<file path="src/rtl/tt_um_square_wave_meter.sv">
// Two-channel square-wave half-period meter; reports the generator code (half-period - 1) per channel.
// Latency: input transition to code/valid/upd is 3 clocks, to the synchronised level bit 2 clocks.
// No backpressure: codes are free-running registers and upd is a single-cycle strobe.

module swm_channel (
    input  logic       clk,
    input  logic       rst_n,
    input  logic       sq_in,
    output logic [7:0] code,
    output logic       valid,
    output logic       upd,
    output logic       level
);

    typedef enum logic [1:0] {
        IDLE   = 2'd0,
        ARMED  = 2'd1,
        MEAS   = 2'd2,
        LOCKED = 2'd3
    } state_t;

    logic       s1_q, s1_d;
    logic       s2_q, s2_d;
    logic       s3_q, s3_d;
    logic [7:0] cnt_q, cnt_d;
    logic [7:0] code_q, code_d;
    logic [7:0] last_q, last_d;
    logic       valid_q, valid_d;
    logic       upd_q, upd_d;
    state_t     state_q, state_d;

    logic       edge_det;
    logic       close_match;
    logic [7:0] diff;

    // Either-polarity edge on the synchronised input.
    assign edge_det = s2_q ^ s3_q;

    // The +/-1 tolerance absorbs the one-cycle phase uncertainty of the synchroniser.
    assign diff        = (cnt_q >= last_q) ? (cnt_q - last_q) : (last_q - cnt_q);
    assign close_match = (diff <= 8'd1);

    // Next-state: synchroniser shift, edge-to-edge counter and lock state machine.
    always_comb begin
        s1_d    = sq_in;
        s2_d    = s1_q;
        s3_d    = s2_q;
        cnt_d   = cnt_q;
        code_d  = code_q;
        last_d  = last_q;
        state_d = state_q;
        upd_d   = 1'b0;

        case (state_q)
            IDLE: begin
                cnt_d = 8'd0;
                if (edge_det) begin
                    state_d = ARMED;
                end
            end
            ARMED: begin
                if (edge_det) begin
                    state_d = MEAS;
                    last_d  = cnt_q;
                    code_d  = cnt_q;
                    cnt_d   = 8'd0;
                end else if (cnt_q == 8'd255) begin
                    state_d = IDLE;
                    code_d  = 8'd0;
                    last_d  = 8'd0;
                    cnt_d   = 8'd0;
                end else begin
                    cnt_d = cnt_q + 8'd1;
                end
            end
            MEAS, LOCKED: begin
                if (edge_det) begin
                    state_d = close_match ? LOCKED : MEAS;
                    last_d  = cnt_q;
                    code_d  = cnt_q;
                    cnt_d   = 8'd0;
                    upd_d   = 1'b1;
                end else if (cnt_q == 8'd255) begin
                    state_d = IDLE;
                    code_d  = 8'd0;
                    last_d  = 8'd0;
                    cnt_d   = 8'd0;
                end else begin
                    cnt_d = cnt_q + 8'd1;
                end
            end
            default: begin
                state_d = IDLE;
                cnt_d   = 8'd0;
            end
        endcase

        valid_d = (state_d == LOCKED);
    end

    // State registers with asynchronous active-low clear.
    always_ff @(posedge clk or negedge rst_n) begin
        if (!rst_n) begin
            s1_q    <= 1'b0;
            s2_q    <= 1'b0;
            s3_q    <= 1'b0;
            cnt_q   <= 8'd0;
            code_q  <= 8'd0;
            last_q  <= 8'd0;
            valid_q <= 1'b0;
            upd_q   <= 1'b0;
            state_q <= IDLE;
        end else begin
            s1_q    <= s1_d;
            s2_q    <= s2_d;
            s3_q    <= s3_d;
            cnt_q   <= cnt_d;
            code_q  <= code_d;
            last_q  <= last_d;
            valid_q <= valid_d;
            upd_q   <= upd_d;
            state_q <= state_d;
        end
    end

    assign code  = code_q;
    assign valid = valid_q;
    assign upd   = upd_q;
    assign level = s2_q;

endmodule

module tt_um_square_wave_meter (
    input  logic [7:0] ui_in,
    output logic [7:0] uo_out,
    input  logic [7:0] uio_in,
    output logic [7:0] uio_out,
    output logic [7:0] uio_oe,
    input  logic       ena,
    input  logic       clk,
    input  logic       rst_n
);

    logic [7:0] code_a, code_b;
    logic       valid_a, valid_b;
    logic       upd_a, upd_b;
    logic       level_a, level_b;
    logic       unused_ok;

    swm_channel u_ch_a (
        .clk   (clk),
        .rst_n (rst_n),
        .sq_in (ui_in[0]),
        .code  (code_a),
        .valid (valid_a),
        .upd   (upd_a),
        .level (level_a)
    );

    swm_channel u_ch_b (
        .clk   (clk),
        .rst_n (rst_n),
        .sq_in (ui_in[1]),
        .code  (code_b),
        .valid (valid_b),
        .upd   (upd_b),
        .level (level_b)
    );

    // Display select is a plain mux over registered codes, so it follows sel in the same cycle.
    assign uo_out  = ui_in[2] ? code_b : code_a;
    assign uio_out = {2'b00, level_b, level_a, upd_b, upd_a, valid_b, valid_a};
    assign uio_oe  = 8'hFF;

    assign unused_ok = &{1'b0, ena, uio_in, ui_in[7:3]};

endmodule

</file>
<file path="config.mk">
export PLATFORM = sky130hd
export DESIGN_NAME = tt_um_square_wave_meter
export DESIGN_NICKNAME = d
export VERILOG_FILES = /design/src/rtl/tt_um_square_wave_meter.sv
export SDC_FILE = /design/constraint.sdc
export NUM_CORES = 1
export LEC_CHECK = 0
export ABC_AREA = 1
export CORE_ASPECT_RATIO = 1.5
export CORE_MARGIN = 8
export CORE_UTILIZATION = 40
export DETAILED_ROUTE_END_ITERATION = 8
export GPL_TIMING_DRIVEN = 0
export PLACE_DENSITY_LB_ADDON = 0.1
export SYNTH_ARGS = -nofsm -noshare
export SYNTH_HDL_FRONTEND = slang
export SYNTH_HIERARCHICAL = 1
export SYNTH_SLANG_ARGS = --single-unit
</file>
<file path="constraint.sdc">
create_clock -name clk -period 2.1 [get_ports clk]
set_clock_uncertainty 0.05 [all_clocks]
set_input_delay 0.525 -clock clk [delete_from_list [all_inputs] [get_ports clk]]
set_output_delay 0.525 -clock clk [all_outputs]
set_load 0.05 [all_outputs]
</file>
==> impl_results.md, run 1 <==
* Violated checks: setup timing
* Total grt overflow at 0
* FF+latch count, synth at 46
* Largest cells by area after synthesis: dfrtp_1 (30%), nand2_1 (15%), ha_1 (10%)
* CTS root buf: clkbuf_16
* R2R setup slack at -0.25 ns
* FP Rows at 44
* Synth warn at 6
* Number of synthesized flops with an enable pin at 0
* Clock Pin Slew Worst Setup and Hold Paths at 0.07 ns
* Setup ws final at -0.251 ns
* Total core area at 9580 um^2
* Gpl congestion at 0.893
* First-pass DRT Iterations at 4
* Crit Path Max Fanout at 5
* CTS tree: done
* Clk_lat worst skew at 0.29 ns
* WL final at 9430 um
* Synth unique cells at 41
* P_leak at 2.44 nW
* CP Launch Type: flip-flop
* PwrDens at 949 nW/um^2
* Final Hold Vio Count at 0
* Status: finished with violations
* Top FF cell, synth: dfrtp_1
* Max Cap Viol at 0
* FMAX at 425 MHz
* Die area at 13200 um^2
* Avg Cell Area, Syn at 7.08 um^2
* Synthesized cell area at 3880 um^2
* Fill cell count at 1009
* Wire per inst at 13.3 um
* Crit path time final at 2.35 ns
* Cells after Synth at 548
* Inserted Clock Buffers at 5
* Width of the die at 96.4 um
* Setup CP Type: reg -> reg
* Share of cells above drive strength 1 at 20.7%
* Clock Sink Count at 46
* Initial antenna violation count at 0
* Asr flop ratio synth at 100%
* 1st-iter DRT viols at 121
* Slew of the pin with the lowest slew margin at 0.510 ns
* Setup violators final at 10
* IO Count at 43
* Synth area leader: dfrtp_1
* Worst Setup End Kind: flip-flop
* Die Ht at 137 um
* Fin crit share at 112%
* P&R area growth vs syn at 19.9%
* Worst path required time at 2.27 ns
* Hold crit path type: in -> async
* HPWL after DPL at 7550 um
* Pwr Total at 4.41 mW
* Pins Over Slew Limit at 0
* Largest net degree at the start of global routing at 41
* Diodes inserted at 0
* GRT Util Overall at 15.2%
* Input/output buffers at 17
* Unrepaired setup endpoints after global routing: yes
* WP data arrival at 2.53 ns
* Vias per cell at 4.86
* Routed Antenna Nets at 0
* Global-route wire length before repair at 15900 um
* Number of remaining DRC errors at 0
* Post-synthesis sequential area ratio at 29.7%
* H-Tree Depth at 2
* Peak supply drop at 698 uV
* CTS max path bufs at 2
* Vias at 3453
* Rel. slew slack at 65.7%
* Final hold slack at 0.0127 ns
* Post-synth top area share at 29.7%
* Starting Density at 40.5%
* Vias in the first global route at 3572
* Nets at 649
[state kept, by name, summed over array words and instances (netlist names), 2 cells and up]
signal          flops
u_ch_a/state_q      2
u_ch_a/last_q       8
u_ch_b/last_q       8
u_ch_b/state_q      2
u_ch_b/cnt_q        8
u_ch_a/cnt_q        8
[logic make-up (layout without fill, tap and decap cells)]
family | count (synthesis) | in the layout | synth area share (%)
AOI/OAI and AO/OA | 43 | 43 | 7.16
xor gates and xnor gates | 12 | 12 | 2.71
adders and majority gates | 36 | 36 | 12.4
buffers and inverters | 117 | 155 | 13.7
DFF | 46 | 46 | 29.7
other | 2 | 10 | 0.194
and+or+nand+nor | 292 | 293 | 34.1
[final cells by class]
class,count,area (um^2),area share (%)
clock buffers,6,129,2.77
inverters,94,358,7.70
well taps,115,144,3.09
clock inverters,2,37.5,0.807
repair buffers,30,263,5.65
multi-input cells,394,2380,51.3
flip-flops and latches,46,1150,24.8
plain buffers,23,179,3.85
[path summary, 6_finish.rpt]
| path | end | startpoint | cells past startpoint |
|---|---|---|---|
| worst max-delay path | u_ch_b/valid | u_ch_b/last_q[0] | 17 |
| worst min-delay path | u_ch_a/valid | rst_n | 1 |
| worst max register to register | u_ch_b/valid | u_ch_b/last_q[0] | 17 |
| worst min register to register | u_ch_b/level | u_ch_b/s1_q | 0 |
| max in group asynchronous | u_ch_b/last_q[1] | rst_n | 2 |
| min in group clk | u_ch_b/level | u_ch_b/s1_q | 0 |
[per-layer routing]
layer / wire (um) / track usage [%] / vias up
met2: 5320 / 29.1 / 52
met4: 438 / 9.38 / 0
met1: 3510 / 15.0 / 1599
met5: 0 / 0 / -
met3: 164 / 1.48 / 30
li1: - / - / 1772
[critical path, cell delays in order (launching register included)]
cell     delay (ns)
dfrtp_2        0.43
ha_4           0.18
fa_2           0.40
inv_2          0.10
nand3_4        0.08
nand2_4        0.11
nand2_4        0.08
nand3_4        0.14
inv_4          0.05
nand2_2        0.04
nand2_1        0.04
inv_1          0.06
nand2_2        0.06
nor2_4         0.14
o21ai_4        0.09
nand2_1        0.08
nand2_1        0.06
nor2_2         0.09
[timing repair]
| item | 4_1_cts | 5_1_grt |
|---|---|---|
| hold buffers | 0 | 0 |
| cloned | 1 | 0 |
| pin swaps | 8 | 17 |
| endpoints found under the setup margin | 23 | 24 |
| gates resized for setup | 30 | 33 |
| buffers inserted | 4 | 8 |
[placed cells by master (no fill, tap or decap), types with 3 or more instances in the layout]
cell type        count
nand3_2              8
o22ai_1             15
conb_1              10
nand2_2             16
a21oi_1             11
xnor2_1              5
dlygate4sd2_1        8
o21ai_0              5
fa_2                 4
buf_2                3
nor3_1               4
nand3_4              3
nor2_2              10
buf_6                3
dfrtp_1             43
clkdlybuf4s50_1      4
nand3_1             35
nand2_1            150
dfrtp_2              3
ha_1                27
buf_4               30
nand4_1              8
ha_2                 3
nor2_4               3
nor2_1              43
inv_1               82
clkbuf_16            5
inv_2               10
xor2_1               6
[synthesized netlist by cell type, types with 3 or more instances]
cell type	count
nand4_1	8
nor2_2	6
inv_2	5
buf_2	3
buf_6	3
nor3_1	5
xnor2_1	5
nand2_1	157
nand3_1	39
fa_1	4
o21ai_0	5
o22ai_1	15
inv_1	88
a21oi_1	11
nor2_1	48
dfrtp_1	46
nand2_2	11
ha_1	32
xor2_1	7
nand3_2	5
buf_4	17
[power breakdown]
group | switching [mW] | leakage, nW | total [mW] | internal, mW
Combinational | 1.58 | 1.77 | 2.49 | 0.900
Sequential | 0.0686 | 0.593 | 1.04 | 0.966
Clock | 0.331 | 0.0771 | 0.893 | 0.562
Total | 1.98 | 2.44 | 4.41 | 2.43
[stage by stage]
stage | std cells | setup TNS [ns] | cell area [um^2] | setup slack [ns] | utilization [%]
2_1_floorplan | 556 | 0 | 3910 | 0.0287 | -
3_3_place_gp | 688 | -40.24 | 4220 | -0.820 | 44.1
3_5_place_dp | 689 | -3.04 | 4240 | -0.418 | 44.3
4_1_cts | 702 | -0.772 | 4490 | -0.231 | 46.9
5_1_grt | 710 | -3.66 | 4650 | -0.351 | 48.5
6_report | 710 | -0.927 | 4650 | -0.251 | 48.5
Note: power is estimated with default switching activity, not from simulation.
==> run 2, diff against run 1 <==
TNS_END_PERCENT = 30   (was not set)
==> impl_results.md, run 2 (synthesized netlist as in run 1, its figures left out) <==
* Violated checks: setup timing
* IO Count at 43 (unchanged)
* Hold Buf Count CTS at 0 (unchanged)
* Pwr Total at 4.55 mW (+3.2%)
* R2R setup slack at -0.21 ns (+0.04 ns)
* Top cell family by delay on the critical path: simple AND/OR/NAND/NOR gates
* Wire per inst at 13.3 um (+0.44%)
* Final Instance Area at 4740 um^2 (+2.0%)
* CTS tree: done
* Sw Share at 44.6% (-0.41 points)
* Die Ht at 137 um (unchanged)
* Pins Over Slew Limit at 0 (unchanged)
* Crit Path Max Fanout at 2 (-3)
* HPWL after DPL at 7550 um (unchanged)
* Vias in the first global route at 3559 (-0.36%)
* Nets at 651 (+0.31%)
* Worst path required time at 2.28 ns (about the same)
* First-pass DRT Iterations at 4 (unchanged)
* Peak supply drop at 728 uV (+4.4%)
* Combinational group share of total power at 57.6% (+1.3 points)
* GRT Util Overall at 15.2% (-0.079 points)
* Placed Cells at 689 (unchanged)
* Final hold slack at 0.0125 ns (-0.000177 ns)
* Setup CP Type: reg -> reg
* Die area at 13200 um^2 (unchanged)
* Routed Antenna Nets at 0 (unchanged)
* Input/output buffers at 17 (unchanged)
* WP data arrival at 2.48 ns (-0.05 ns)
* P_leak at 2.47 nW (+1.0%)
* Setup tns final at -1.24 ns (-0.316 ns)
* Int Power at 2.52 mW (+3.9%)
* Rel. slew slack at 66.2% (+0.46 points)
* 1st-iter DRT viols at 118 (-2.5%)
* Psw at 2.03 mW (+2.2%)
* Initial antenna violation count at 0 (unchanged)
* Total grt overflow at 0 (unchanged)
* Global-route wire length before repair at 15900 um (-0.35%)
* Most frequent cells in the layout: nand2_1 (148), inv_1 (80), dfrtp_1 (45)
* CP bufs+invs at 3 (unchanged)
* Sequential group share of total power at 22.8% (-0.7 points)
* Worst Setup End Kind: flip-flop
* CP Launch Type: flip-flop
* Crit path time final at 2.31 ns (-0.0427 ns)
* Width of the die at 96.4 um (unchanged)
* Setup ws final at -0.208 ns (+0.0427 ns)
* Gpl congestion at 0.893 (unchanged)
* Critical Path Slowest Stage Cell: dfrtp_1
* Share of cells above drive strength 1 at 23.3% (+2.6 points)
* P&R area growth vs syn at 22.3%
* Commonest non-fill, non-tap cell in the layout: nand2_1
* Max Cap Viol at 0 (unchanged)
* Fin crit share at 110% (-2.0 points)
* FMAX at 433 MHz (+1.8%)
* Fin util at 49.5% (+0.98 points)
* Vias at 3459 (+0.17%)
* Clk_lat worst skew at 0.29 ns (about the same)
* Setup slack at placement at -0.418 ns (unchanged)
* CTS root buf: clkbuf_16
* Number of remaining DRC errors at 0 (unchanged)
* Vias per cell at 4.86 (-0.11%)
* H-Tree Depth at 2 (unchanged)
* Clock Pin Slew Worst Setup and Hold Paths at 0.07 ns (about the same)
* Inserted Clock Buffers at 5 (unchanged)
* Hold crit path type: in -> async
* Total core area at 9580 um^2 (unchanged)
* Setup violators final at 12 (+2)
* CP max stage delay at 0.38 ns (-0.05 ns)
* Clock group share of total power at 19.7% (-0.5 points)
* PwrDens at 960 nW/um^2 (+1.1%)
* FP Rows at 44 (unchanged)
* Crit path cell chain: inv_2, ha_4, fa_2, inv_2, nand3_4, nand2_4, buf_12, xor2_2, nand2_1, o21ai_2, nand3_2, nor2_4, o21ai_4, nand2_1, nand2_1, nor2_2
* Largest net degree at the start of global routing at 41 (unchanged)
* Final Hold Vio Count at 0 (unchanged)
* Diodes inserted at 0 (unchanged)
* Status: finished with violations
* Clock Sink Count at 46 (unchanged)
* Placed Area at 4240 um^2 (unchanged)
* WL final at 9500 um (+0.72%)
* CTS max path bufs at 2 (unchanged)
* Slew of the pin with the lowest slew margin at 0.504 ns (-0.00678 ns)
* Starting Density at 40.5% (unchanged)
* Unrepaired setup endpoints after global routing: yes
* Layout Cells excl Fill at 712 (+0.28%)
* CP most frequent cell: nand2_1
==> run 2: timing repair <==
action	in CTS	in global routing
pin swaps	3	21
resized for setup	24	56
buffers inserted	1	13
setup endpoints to repair	23	24
cloned	1	0
==> run 2: layer usage <==
layer	share of wire, %	GRT usage [%]	wire [um]	vias to the layer above
li1	-	-	-	1779
met1	38	15.0	3580	1592
met2	56	28.7	5330	56
met3	1.7	1.48	157	32
met4	4.5	9.55	431	0
met5	0	0	0	-
==> run 2: area by class of cell <==
class / instances / area (um^2)
Clock buffer: 6 / 129
Tap cell: 115 / 144
Timing Repair Buffer: 32 / 285
Sequential cell: 46 / 1150
Fill cell: 999 / 4840
Multi-Input combinational cell: 394 / 2460
Inverter: 94 / 355
Buffer: 23 / 183
Clock inverter: 2 / 37.5
==> run 2: path summary, 6_finish.rpt <==
path / cells past startpoint / start / to
max: 16 / u_ch_b/cnt_q[0] / u_ch_b/valid
min: 1 / rst_n / u_ch_a/valid
max reg2reg: 16 / u_ch_b/cnt_q[0] / u_ch_b/valid
min reg2reg: 0 / u_ch_b/s1_q / u_ch_b/level
max in group asynchronous: 2 / rst_n / u_ch_b/cnt_q[3]
min in group clk: 0 / u_ch_b/s1_q / u_ch_b/level
==> run 2: power by group through the flow <==
stage | Sequential, mW | Combinational [mW] | Clock [mW]
after global routing | 1.05 | 2.93 | 0.942
after global placement | 1.05 | 2.08 | 0
final | 1.04 | 2.62 | 0.896
after detailed placement | 1.05 | 2.11 | 0
after floorplan | 1.03 | 1.65 | 0
after CTS | 1.04 | 2.22 | 0.917
==> run 3, diff against run 2 <==
REMOVE_ABC_BUFFERS = 1   (was not set)
==> impl_results.md, run 3 (synthesized netlist as in run 1, its figures left out) <==
* Status: finished with violations
* Violated checks: setup timing
* CP Launch Type: flip-flop
* GRT Util Overall at 15.6% (+0.40 points)
* CP most frequent cell: nand2_1
* Peak supply drop at 561 uV (-23%)
* Most frequent cells in the layout: nand2_1 (155), inv_1 (82), nor2_1 (46)
* Reg2reg start: u_ch_b/cnt_q[0]
* HPWL after DPL at 7640 um (+1.2%)
* Vias at 3374 (-2.5%)
* Width of the die at 96.4 um (unchanged)
* Unrepaired setup endpoints after global routing: yes
* 1st-iter DRT viols at 106 (-10%)
* Vias in the first global route at 3477 (-2.3%)
* Busiest layer in global routing: met2
* Largest net degree at the start of global routing at 33 (-20%)
* Met1 GRT Util at 15.6% (+0.55 points)
* P_leak at 2.31 nW (-6.6%)
* Global-route wire length before repair at 16000 um (+1.0%)
* Wire per inst at 13.9 um (+3.9%)
* Pwr Total at 4.16 mW (-8.5%)
* Top cell family by delay on the critical path: simple AND/OR/NAND/NOR gates
* Worst path required time at 2.27 ns (about the same)
* Gpl congestion at 0.863 (-3.4%)
* Vias per cell at 4.91 (+1.1%)
* H-Tree Depth at 2 (unchanged)
* Fin util at 46.9% (-2.7 points)
* CTS max path bufs at 2 (unchanged)
* Initial antenna violation count at 0 (unchanged)
* Fill cell count at 1026 (+2.7%)
* Starting Density at 40.5% (unchanged)
* Number of remaining DRC errors at 0 (unchanged)
* IO Count at 43 (unchanged)
* Worst Setup End Kind: flip-flop
* Die area at 13200 um^2 (unchanged)
* PwrDens at 928 nW/um^2 (-3.3%)
* FMAX at 439 MHz (+1.3%)
* Setup ws final at -0.179 ns (+0.0292 ns)
* Crit path time final at 2.28 ns (-0.0292 ns)
* CTS tree: done
* Input/output buffers at 18 (+1)
* First-pass DRT Iterations at 4 (unchanged)
* Clk_lat worst skew at 0.29 ns (about the same)
* WL final at 9520 um (+0.24%)
* Worst R2R Path Depth at 15 (-1)
* WP data arrival at 2.45 ns (-0.03 ns)
* Register area at 1150 um^2 (unchanged)
* Routed Antenna Nets at 0 (unchanged)
* Die Ht at 137 um (unchanged)
* Share of cells above drive strength 1 at 17.5% (-5.8 points)
* Total grt overflow at 0 (unchanged)
* Met3 Use GR at 1.43% (-0.055 points)
* Slew of the pin with the lowest slew margin at 0.504 ns (+0.000181 ns)
* Setup violators final at 17 (+5)
* CP max stage delay at 0.39 ns (about the same)
* Pins Over Slew Limit at 0 (unchanged)
* Nets at 626 (-3.8%)
* Crit Path Max Fanout at 2 (unchanged)
* CTS root buf: clkbuf_16
* Multi-input gate area at 2390 um^2 (-2.5%)
* Final Hold Vio Count at 0 (unchanged)
* Met2 global-route usage at 30.4% (+1.7 points)
* P&R area growth vs syn at 15.7%
* Fin crit share at 109% (-1.4 points)
* Inserted Clock Buffers at 5 (unchanged)
* CP bufs+invs at 2 (-1)
* Clock Sink Count at 46 (unchanged)
* Rel. slew slack at 66.4% (+0.17 points)
* FP Rows at 44 (unchanged)
* Hold crit path type: in -> async
* Total core area at 9580 um^2 (unchanged)
* Reg-to-reg endpoint: u_ch_b/valid
* R2R setup slack at -0.18 ns (+0.03 ns)
* Crit path cell chain: inv_2, ha_4, fa_2, inv_2, nand3_2, nand2_2, xor2_1, nand2_1, o21ai_2, nand3_1, nor2_2, o21ai_2, nand2_1, nand2_1, nor2_2
* Critical Path Slowest Stage Cell: dfrtp_1
* Setup CP Type: reg -> reg
* Max Cap Viol at 0 (unchanged)
* Clock Pin Slew Worst Setup and Hold Paths at 0.07 ns (about the same)
* Commonest non-fill, non-tap cell in the layout: nand2_1
* Diodes inserted at 0 (unchanged)
==> run 3: changes by cell type in the layout (fill, tap and decap cells not counted), moves of 4 or more <==
| cell | delta |
|---|---|
| buf_4 | -23 |
| buf_6 | -4 |
| clkdlybuf4s15_2 | +8 |
| dlygate4sd2_1 | -5 |
| nand2_1 | +7 |
| nand2_2 | -5 |
| nor2_1 | +7 |
| nor2_2 | -6 |
==> run 3: area by class of cell <==
type | count | area share, %
clock inverter | 3 | 0.558
multi-input combinational | 394 | 53.4
inverter | 94 | 7.97
timing repair buffer | 30 | 6.44
sequential | 46 | 25.7
clock buffer | 5 | 2.79
tap | 115 | 3.21
==> run 3: layer usage <==
layer / vias up / routed length, um
met4: 0 / 291
met5: - / 0
met1: 1589 / 3600
li1: 1729 / -
met2: 38 / 5510
met3: 18 / 118
==> run 3: timing repair <==
action,4_1_cts,5_1_grt
gates cloned,1,0
endpoints found under the setup margin,20,22
hold buffers,0,0
gates resized for setup,60,12
hold endpoints to repair,0,0
buffers inserted,6,5
pin swaps,13,6
==> run 3: worst max-delay path by stage <==
stage	startpoint	end	slack, ns	depth (start not counted)
after floorplan	u_ch_b/cnt_q[0]	u_ch_b/valid	-0.03	17
after global placement	ui_in[2]	uo_out[3]	-0.87	5
after detailed placement	ui_in[2]	uo_out[3]	-0.88	5
after CTS	u_ch_b/cnt_q[0]	u_ch_b/valid	-0.17	14
after global routing	u_ch_b/cnt_q[0]	u_ch_b/valid	-0.29	15
final	u_ch_b/cnt_q[0]	u_ch_b/valid	-0.18	15
==> run 3: power by group <==
part	internal (mW)	switching, mW	total [mW]
Sequential	0.965	0.0751	1.04
Clock	0.448	0.361	0.809
Combinational	0.834	1.48	2.31
==> run 3: metrics by stage <==
step / setup WS, ns / setup TNS (ns) / cell area [um^2] / cells / hold WS [ns]
3_5_place_dp: -0.876 / -8.15 / 4070 / 667 / 0.290
3_3_place_gp: -0.874 / -45.17 / 4060 / 666 / 0.283
6_report: -0.179 / -1.34 / 4490 / 687 / 0.0782
5_1_grt: -0.285 / -3.92 / 4490 / 687 / 0.106
4_1_cts: -0.174 / -1.33 / 4420 / 682 / 0.0806
2_1_floorplan: -0.0314 / -0.0314 / 3730 / 533 / 0.179
